$ cat src/rtl/source_pipelined.sv
`default_nettype none
// ============================================================================
// Module   : source_pipelined
// Brief    : Pipelined TCDM load streamer with credit-limited outstanding reads,
//            byte-offset realignment (`SRC_MISALIGNED_EN) and response FIFO.
// Revision : 1.0 - initial release
// ============================================================================
module source_pipelined #(
  parameter int DATA_WIDTH      = 32,
`ifdef SRC_MISALIGNED_EN
  parameter int TCDM_DW         = DATA_WIDTH + 32,
`else
  parameter int TCDM_DW         = DATA_WIDTH,
`endif
  parameter int ADDR_WIDTH      = 32,
  parameter int MAX_OUTSTANDING = 4,
  parameter int TRANS_CNT       = 16
) (
  input  logic                    clk_i,
  input  logic                    rst_i,
  input  logic                    clear_i,
  input  logic                    start_i,
  input  logic [TRANS_CNT-1:0]    len_i,
  output logic                    ready_start_o,
  output logic                    busy_o,
  output logic                    done_o,
  output logic                    err_o,
  input  logic                    addr_valid_i,
  input  logic [ADDR_WIDTH-1:0]   addr_data_i,
  output logic                    addr_ready_o,
  output logic                    tcdm_req_o,
  input  logic                    tcdm_gnt_i,
  output logic [ADDR_WIDTH-1:0]   tcdm_add_o,
  output logic                    tcdm_wen_o,
  output logic [TCDM_DW/8-1:0]    tcdm_be_o,
  input  logic                    tcdm_r_valid_i,
  input  logic [TCDM_DW-1:0]      tcdm_r_data_i,
  output logic                    tcdm_r_ready_o,
  output logic                    stream_valid_o,
  output logic [DATA_WIDTH-1:0]   stream_data_o,
  input  logic                    stream_ready_i
);

  localparam int c_PW = $clog2(MAX_OUTSTANDING);
  localparam int c_CW = c_PW + 1;

  localparam logic [1:0] c_IDLE  = 2'd0;
  localparam logic [1:0] c_RUN   = 2'd1;
  localparam logic [1:0] c_DRAIN = 2'd2;

  localparam logic [TRANS_CNT-1:0] c_T_ONE = TRANS_CNT'(1);
  localparam logic [c_PW-1:0]      c_P_ONE = c_PW'(1);
  localparam logic [c_CW-1:0]      c_C_ONE = c_CW'(1);
  localparam logic [c_CW:0]        c_D_ONE = (c_CW+1)'(1);
  localparam logic [c_CW:0]        c_MAX   = (c_CW+1)'(MAX_OUTSTANDING);

`ifdef SRC_MISALIGNED_EN
  if (TCDM_DW != DATA_WIDTH + 32) begin : g_tcdm_dw_check
    $error("source_pipelined: TCDM_DW must equal DATA_WIDTH+32 with realignment");
  end
`else
  if (TCDM_DW != DATA_WIDTH) begin : g_tcdm_dw_check
    $error("source_pipelined: TCDM_DW must equal DATA_WIDTH without realignment");
  end
`endif
  if ((DATA_WIDTH % 32) != 0) begin : g_dw_check
    $error("source_pipelined: DATA_WIDTH must be a multiple of 32");
  end
  if ((MAX_OUTSTANDING < 2) || ((1 << c_PW) != MAX_OUTSTANDING)) begin : g_mo_check
    $error("source_pipelined: MAX_OUTSTANDING must be a power of 2 and >= 2");
  end

  logic [1:0]            r_state;
  logic [1:0]            w_state_next;
  logic [TRANS_CNT-1:0]  r_len;
  logic [TRANS_CNT-1:0]  r_req_cnt;
  logic [TRANS_CNT-1:0]  r_out_cnt;
  logic [TRANS_CNT-1:0]  w_req_cnt_inc;
  logic [c_CW-1:0]       r_inflight;
  logic [c_CW:0]         r_drop;
  logic [c_CW:0]         w_drop_load;
  logic                  r_err;
  logic                  r_zero_done;

  logic [DATA_WIDTH-1:0] r_rf_mem [MAX_OUTSTANDING];
  logic [c_PW-1:0]       r_rf_wr;
  logic [c_PW-1:0]       r_rf_rd;
  logic [c_CW-1:0]       r_rf_cnt;

  logic                  w_start;
  logic                  w_grant;
  logic                  w_pop;
  logic                  w_credit;
  logic                  w_rsp_drop;
  logic                  w_rsp_spur;
  logic                  w_rsp_take;
  logic [DATA_WIDTH-1:0] w_rsp_word;

  assign w_start       = (r_state == c_IDLE) && start_i;
  assign w_grant       = tcdm_req_o && tcdm_gnt_i;
  assign w_pop         = stream_valid_o && stream_ready_i;
  assign w_credit      = ({1'b0, r_inflight} + {1'b0, r_rf_cnt}) < c_MAX;
  assign w_req_cnt_inc = r_req_cnt + c_T_ONE;

  // Responses owed to a cleared run are swallowed before anything else.
  assign w_rsp_drop = tcdm_r_valid_i && (r_drop != '0);
  assign w_rsp_spur = tcdm_r_valid_i && (r_drop == '0) && (r_inflight == '0);
  assign w_rsp_take = tcdm_r_valid_i && (r_drop == '0) && (r_inflight != '0);

  assign addr_ready_o   = w_grant;
  assign tcdm_add_o     = {addr_data_i[ADDR_WIDTH-1:2], 2'b00};
  assign tcdm_wen_o     = 1'b1;
  assign tcdm_be_o      = '0;
  assign tcdm_r_ready_o = 1'b1;
  assign err_o          = r_err;
  assign stream_valid_o = (r_rf_cnt != '0);
  assign stream_data_o  = r_rf_mem[r_rf_rd];

  always_ff @(posedge clk_i) begin
    if (rst_i || clear_i) r_state <= c_IDLE;
    else                  r_state <= w_state_next;
  end

  always_comb begin
    w_state_next = r_state;
    case (r_state)
      c_IDLE:  if (start_i && (len_i != '0)) w_state_next = c_RUN;
      c_RUN:   if (w_grant && (w_req_cnt_inc == r_len)) w_state_next = c_DRAIN;
      c_DRAIN: if (r_out_cnt == r_len) w_state_next = c_IDLE;
      default: w_state_next = c_IDLE;
    endcase
  end

  always_comb begin
    ready_start_o = (r_state == c_IDLE);
    busy_o        = (r_state == c_RUN) || (r_state == c_DRAIN);
    done_o        = r_zero_done || ((r_state == c_DRAIN) && (r_out_cnt == r_len));
    tcdm_req_o    = (r_state == c_RUN) && addr_valid_i && (r_req_cnt < r_len) && w_credit;
  end

  always_ff @(posedge clk_i) begin
    if (rst_i || clear_i) begin
      r_len       <= '0;
      r_req_cnt   <= '0;
      r_out_cnt   <= '0;
      r_zero_done <= 1'b0;
    end else begin
      r_zero_done <= w_start && (len_i == '0);
      if (w_start) begin
        r_len     <= len_i;
        r_req_cnt <= '0;
        r_out_cnt <= '0;
      end else begin
        if (w_grant) r_req_cnt <= w_req_cnt_inc;
        if (w_pop)   r_out_cnt <= r_out_cnt + c_T_ONE;
      end
    end
  end

  always_ff @(posedge clk_i) begin
    if (rst_i || clear_i) begin
      r_inflight <= '0;
    end else begin
      case ({w_grant, w_rsp_take})
        2'b10:   r_inflight <= r_inflight + c_C_ONE;
        2'b01:   r_inflight <= r_inflight - c_C_ONE;
        default: r_inflight <= r_inflight;
      endcase
    end
  end

  // On clear, remember every response still owed by memory so it can be discarded.
  assign w_drop_load = r_drop + {1'b0, r_inflight}
                     + (w_grant ? c_D_ONE : '0)
                     - ((w_rsp_drop || w_rsp_take) ? c_D_ONE : '0);

  always_ff @(posedge clk_i) begin
    if (rst_i)           r_drop <= '0;
    else if (clear_i)    r_drop <= w_drop_load;
    else if (w_rsp_drop) r_drop <= r_drop - c_D_ONE;
  end

  always_ff @(posedge clk_i) begin
    if (rst_i || clear_i) r_err <= 1'b0;
    else if (w_rsp_spur)  r_err <= 1'b1;
  end

`ifdef SRC_MISALIGNED_EN
  logic [1:0]      r_off_mem [MAX_OUTSTANDING];
  logic [c_PW-1:0] r_off_wr;
  logic [c_PW-1:0] r_off_rd;
  logic [1:0]      w_off;

  always_ff @(posedge clk_i) begin
    if (w_grant) r_off_mem[r_off_wr] <= addr_data_i[1:0];
  end

  always_ff @(posedge clk_i) begin
    if (rst_i || clear_i) begin
      r_off_wr <= '0;
      r_off_rd <= '0;
    end else begin
      if (w_grant)    r_off_wr <= r_off_wr + c_P_ONE;
      if (w_rsp_take) r_off_rd <= r_off_rd + c_P_ONE;
    end
  end

  assign w_off      = r_off_mem[r_off_rd];
  assign w_rsp_word = tcdm_r_data_i[{w_off, 3'b000} +: DATA_WIDTH];
`else
  logic w_unused_offset;
  assign w_unused_offset = ^addr_data_i[1:0];
  assign w_rsp_word      = tcdm_r_data_i[DATA_WIDTH-1:0];
`endif

  always_ff @(posedge clk_i) begin
    if (w_rsp_take) r_rf_mem[r_rf_wr] <= w_rsp_word;
  end

  // Credit accounting keeps a take on a full FIFO paired with a pop.
  always_ff @(posedge clk_i) begin
    if (rst_i || clear_i) begin
      r_rf_wr  <= '0;
      r_rf_rd  <= '0;
      r_rf_cnt <= '0;
    end else begin
      if (w_rsp_take) r_rf_wr <= r_rf_wr + c_P_ONE;
      if (w_pop)      r_rf_rd <= r_rf_rd + c_P_ONE;
      case ({w_rsp_take, w_pop})
        2'b10:   r_rf_cnt <= r_rf_cnt + c_C_ONE;
        2'b01:   r_rf_cnt <= r_rf_cnt - c_C_ONE;
        default: r_rf_cnt <= r_rf_cnt;
      endcase
    end
  end

endmodule
`default_nettype wire

$ cat config.mk
export PLATFORM = sky130hd
export DESIGN_NAME = source_pipelined
export DESIGN_NICKNAME = d
export VERILOG_FILES = /design/src/rtl/source_pipelined.sv
export SDC_FILE = /design/constraint.sdc
export NUM_CORES = 1
export LEC_CHECK = 0
export CAP_MARGIN = 5
export CORE_ASPECT_RATIO = 1.2
export CORE_MARGIN = 3
export CORE_UTILIZATION = 48
export DETAILED_ROUTE_END_ITERATION = 6
export HOLD_SLACK_MARGIN = 0.05
export PLACE_DENSITY = 0.78
export SLEW_MARGIN = 20
export SYNTH_ARGS = -nofsm -noshare
export SYNTH_HDL_FRONTEND = slang
export SYNTH_SLANG_ARGS = --single-unit
$ cat constraint.sdc
create_clock -name clk_i -period 2.85 [get_ports clk_i]
set_input_delay 0.285 -clock clk_i [delete_from_list [all_inputs] [get_ports clk_i]]
set_output_delay 0.285 -clock clk_i [all_outputs]
set_load 0.02 [all_outputs]
Word level (Yosys, flattened, before mapping). Memory sizes are Yosys's and may differ from the RTL's. A register that Yosys moved wholly into a read port is not among the register bits. Index checks and enable logic that the tools add are counted.

Magnitude comparators: 2. Bitwise operators: 0. Divide/modulo/power cells: 0. $add $sub $neg: 13. Multiplexer cells: 14. Shift operators: 0. Eq/ne operators: 11. Reductions and logical operators: 31. Multipliers: 0.

Operator list (count): 16-bit by 1-bit adder with 16-bit output (second input constant) (2); 16-bit == test (2); 16-bit zero test (1); 16-bit < comparator (1); 16-bit nonzero test (1); 1-bit logical AND (14); 3-bit one-hot mux with 2 select lines (2); 2-bit two-way mux (5); 4-bit two-way mux (2); 3-bit by 1-bit adder with 3-bit output (second input constant) (2); 2-bit by 1-bit == test with 1-bit output (second input constant) (3); 2-bit == test (second input constant) (3); 2-bit one-hot mux with 3 select lines (1); 2-bit nonzero test (3); 3-bit nonzero test (2); 3-bit by 1-bit subtractor with 3-bit output (second input constant) (2); 2-bit by 1-bit adder with 2-bit output (second input constant) (2); 3-bit by 3-bit adder with 4-bit output (1); 4-bit by 1-bit adder with 4-bit output (1); 4-bit by 3-bit adder with 4-bit output (1); 4-bit zero test (1); 1-bit logical OR (4); 4-bit by 3-bit < comparator with 1-bit output (second input constant) (1); 1-bit two-way mux (4); other kinds (9) (10).

Memory bits (read-only): 0. Latch bits: 0. Bits in registers: 66. Output and inout bits: 77. Bits in writable memories: 128. Memories kept: 1. Input bits: 88.

Memory list: r_rf_mem (depth 4, width 32, read ports 1, clocked after memory_dff 1, wr ports 1, RTL line 85) `logic [DATA_WIDTH-1:0] r_rf_mem [MAX_OUTSTANDING];`.

Longest topological paths before layout.
Depth after elaboration: 9. Depth in mapped cells: 15. Gate-level depth less buffers: 15.

Worst setup path before layout. No wires, ideal clock.

Path kind: reg-to-reg. From: register r_len[13]. To: register r_drop[3]. Cell stages (with the launch flop): 16. Library setup time: 0.114 ns. Period minus slack after synthesis: 3.175 ns. Data required time: 2.736 ns. Data arrival time: 3.061 ns. Path slack: -0.325 ns. Cells stage by stage: dfxtp_1 > inv_1 > ha_1 > a211oi_1 > nor2_1 > a311o_1 > or4b_1 > buf_2 > inv_1 > fa_1 > a21o_1 > a21oi_1 > xnor2_1 > a22oi_1 > xor2_1 > nor2_1.

Longest elaborated chain between the ends: 8.

RTL lines: start: declaration (RTL line 75) `logic [TRANS_CNT-1:0] r_len;`; start signal: assignment (RTL line 150) `r_len <= len_i;`; 16-bit < comparator (RTL line 138) `tcdm_req_o = (r_state == c_RUN) && addr_valid_i && (r_req_cnt < r_len) && w_credit;`; 1-bit logical AND (2 in series) (RTL line 138); 1-bit logical AND (RTL line 100) `assign w_grant = tcdm_req_o && tcdm_gnt_i;`; via addr_ready_o (RTL line 30) `output logic addr_ready_o,`; 1-bit two-way mux (RTL line 174) `+ (w_grant ? c_D_ONE : '0)`; 4-bit by 1-bit adder with 4-bit output (RTL line 174); 4-bit by 1-bit subtractor with 4-bit output (RTL line 175) `- ((w_rsp_drop || w_rsp_take) ? c_D_ONE : '0);`; 4-bit two-way mux (RTL line 179) `else if (clear_i) r_drop <= w_drop_load;`; end signal: assignment (RTL line 179); end signal: assignment (RTL line 180) `else if (w_rsp_drop) r_drop <= r_drop - c_D_ONE;`; end: declaration (RTL line 80) `logic [c_CW:0] r_drop;`.

The timed path passes the listed nets, and every way through them passes these cells. A chain may end at the register's enable or synchronous reset.

Worst setup path in the final report.
From: register r_len[14]. To: register r_drop[1].

Longest elaborated chain between the ends: 8.

RTL lines (RTL line): 16-bit < comparator (138); 1-bit logical AND (2 in series) (138); 1-bit logical AND (100); 1-bit two-way mux (174); 4-bit by 1-bit adder with 4-bit output (174); 4-bit by 1-bit subtractor with 4-bit output (175); 4-bit two-way mux (179).

Every way passes these cells.

==> impl_metrics.json <==
{
  "min_period_ns": 3.05,
  "synth_top_area_frac": 0.420,
  "multi_input_area_um2": 3640,
  "met2_usage": 0.327,
  "final_area_um2": 11500,
  "reg2reg_depth": 13,
  "fp.dieH_um": 157,
  "skew_ns": 0.00839,
  "use_met1": 0.229,
  "port_buffers": 94,
  "powerDensity_nw_per_um2": 542,
  "finalSetupViolCount": 15,
  "clk_pin_slew_ns": 0.08,
  "min_to": "r_len[4]",
  "critPathCaptureType": "flop",
  "cp-start-kind": "flop",
  "synth_largest_area_cell": "edfxtp_1",
  "yosysMostFrequentCell": "edfxtp_1",
  "hold_viol": 0,
  "crit_required_ns": 3.18,
  "rr_startpoint": "r_len[14]",
  "grt_busiest_layer": "met2",
  "grt_overflow": 0,
  "wirelength_um": 19000,
  "fin_nets": 980,
  "grt_max_degree": 48,
  "ant_nets": 0,
  "die_area_um2": 20700,
  "antenna_found_initial": 0,
  "num_vias": 5940,
  "cts_max_path_buffers": 2,
  "ys_warn_count": 0,
  "grt_pass1_vias": 5967,
  "hold_path_depth": 3,
  "maxCapViolCount": 0,
  "synth_commonest_cells": "edfxtp_1, dfxtp_1, nor2_1",
  "start_util": 0.496,
  "violations": "negative setup slack",
  "regArea_um2": 5220,
  "ys_seq_area_frac": 0.569,
  "layout_setup_ws_ns": -0.196,
  "yosys-top-cells-area": "edfxtp_1, dfxtp_1, mux4_2, ha_1, xor2_1",
  "clock_latency_ns": 0.43,
  "drt-pass1-iter-count": 5,
  "grt_util_met3": 0.0364,
  "r2r-end": "r_drop[1]",
  "hold_class": "input pin to flop",
  "synthFlopType": "edfxtp_1",
  "gp_congestion": 0.856,
  "cts_tree": "done",
  "dp_hpwl_um": 12900,
  "synthArstFlopShare": 0,
  "die_x_um": 132,
  "avgSynthCellArea_um2": 12.7,
  "cts_inserted_buffers": 17,
  "drt_iter0_drc": 317,
  "critical_path_class": "flop to flop",
  "power_frac_seq": 0.491,
  "r2r_slack_ns": -0.20,
  "cp_data_arrival_time_ns": 3.37,
  "drive_gt1_frac": 0.223,
  "switchingPower_w": 0.00161,
  "internal_power_w": 0.00464,
  "cts_hold_buffers": 0,
  "post_drt_wl_per_cell_um": 17.0,
  "pwr-share-comb": 0.119,
  "postPlaceCellArea_um2": 10600,
  "pwr-share-clk": 0.390,
  "cts_sinks": 196,
  "status": "complete, but fails checks",
  "slew_headroom": 0.502,
  "core.rowCount": 54,
  "drc_errors": 0,
  "ir_drop_mv": 0.432,
  "timing.final.crit_share": 1.07,
  "coreArea_um2": 18400,
  "grt_usage": 0.186,
  "ys_ff_latch": 196,
  "worstPathMaxFanout": 3,
  "synth_edf_count": 128,
  "swShare": 0.258,
  "grt_pass1_wl_um": 30300,
  "p_leak_nw": 4.16,
  "io_pins": 165,
  "vias_per_cell": 5.32,
  "root_buffer": "clkbuf_16",
  "synthDistinctLibCells": 54,
  "nFillCells": 1386,
  "fmax_mhz": 328,
  "syn_inst": 722,
  "worstMarginPinSlew_ns": 0.740,
  "hold_start": "len_i[4]",
  "slew_violations": 0,
  "synth_area_um2": 9140,
  "area_delta_synth_final_pct": 26.2,
  "rsz0062_at_grt": "true",
  "whs_ns": 0.435,
  "h-tree-depth": 4
}
[flip-flops by register name, summed over array words and instances (netlist names), named ones only]
name,cells
r_drop,4
r_rf_cnt,3
r_state,2
r_out_cnt,16
r_rf_mem,128
r_len,16
r_rf_rd,2
r_zero_done,1
r_rf_wr,2
err_o,1
r_req_cnt,16
r_inflight,3
[layout by cell type (no fill, tap or decap), types with 6 or more instances in the layout]
master,netlist,layout
nor2_1,55,55
xor2_1,41,41
o21ai_0,35,30
conb_1,2,8
dfxtp_2,0,13
a21oi_1,30,24
clkdlybuf4s50_1,0,91
buf_4,38,70
ha_4,0,7
a21oi_2,0,6
dfxtp_1,68,55
or3_1,11,10
ha_1,37,30
clkbuf_16,0,17
nor4_1,9,8
mux4_2,32,32
edfxtp_1,128,128
nand2_1,36,36
xnor2_1,28,28
nand3_1,14,14
and4_1,6,6
nand4_1,14,14
inv_1,42,38
and2_1,6,6
[through the flow]
stage | utilization | setup slack [ns] | cells | total power (W) | setup TNS [ns]
floorplan | - | -0.0865 | 728 | 0.00360 | -0.199
global placement | 0.575 | -0.424 | 1076 | 0.00380 | -2.46
detailed placement | 0.575 | -0.625 | 1076 | 0.00382 | -4.65
CTS | 0.617 | -0.174 | 1113 | 0.00627 | -1.02
global route | 0.625 | -0.271 | 1116 | 0.00649 | -2.42
finish | 0.626 | -0.196 | 1117 | 0.00626 | -1.36
[cell type report]
type,instances,area share
diodes,1,0.000217
clock buffers,17,0.0369
clock inverters,15,0.0168
inverters,42,0.0143
multi-input cells,424,0.315
flip-flops and latches,196,0.453
well taps,252,0.0273
repair buffers,170,0.137
[how the worst max path moves through the flow]
| stage | startpoint | end | slack [ns] | depth (start not counted) |
|---|---|---|---|---|
| after detailed placement | r_len[1] | r_drop[3] | -0.62 | 15 |
| after CTS | r_len[1] | r_drop[3] | -0.17 | 14 |
| final | r_len[14] | r_drop[1] | -0.20 | 13 |
| after floorplan | r_rf_cnt[2] | r_inflight[2] | -0.09 | 13 |
| after global routing | r_len[1] | r_drop[3] | -0.27 | 14 |
| after global placement | r_len[1] | r_drop[3] | -0.42 | 15 |
[power by group through the flow]
stage | logic (W) | clock network (W) | registers, W
after floorplan | 0.000445 | 0 | 0.00315
after global placement | 0.000660 | 0 | 0.00313
after detailed placement | 0.000682 | 0 | 0.00314
after CTS | 0.000721 | 0.00248 | 0.00307
after global routing | 0.000822 | 0.00259 | 0.00308
final | 0.000744 | 0.00244 | 0.00307
[cells by family (layout without fill, tap and decap cells)]
group                      after synthesis  in the layout  share of synthesized area
muxes                                   34             34                     0.0810
and+or+nand+nor                        182            182                      0.104
AOI/OAI and AO/OA                       90             90                     0.0578
adders and majority gates               41             41                     0.0594
xor gates and xnor gates                69             69                     0.0661
buffers and inverters                  108            244                     0.0617
other                                    2              9                   0.000822
DFF                                    196            196                      0.569
[layer usage]
| metal | up-vias | part of all wire |
|---|---|---|
| met2 | 190 | 0.52 |
| met5 | - | 0 |
| met3 | 38 | 0.050 |
| met1 | 2876 | 0.41 |
| li1 | 2836 | - |
| met4 | 0 | 0.021 |
[critical path, stage by stage (launching register included)]
cell and delay [ns]:
dfxtp_2 0.33, inv_1 0.04, ha_1 0.32, o21ai_1 0.15, nor2_1 0.09, a311o_1 0.35
or4b_4 0.58, inv_8 0.08, fa_2 0.20, buf_4 0.11, buf_6 0.08, fa_2 0.43
a21oi_2 0.13, nor2_1 0.06
[timing repair]
item                       CTS  global route
pin swaps                   19            25
resized for setup           31            27
setup endpoints to repair   25            23
setup buffers                5             3
gates cloned                 1             0
(Power assumes the default switching activity.)
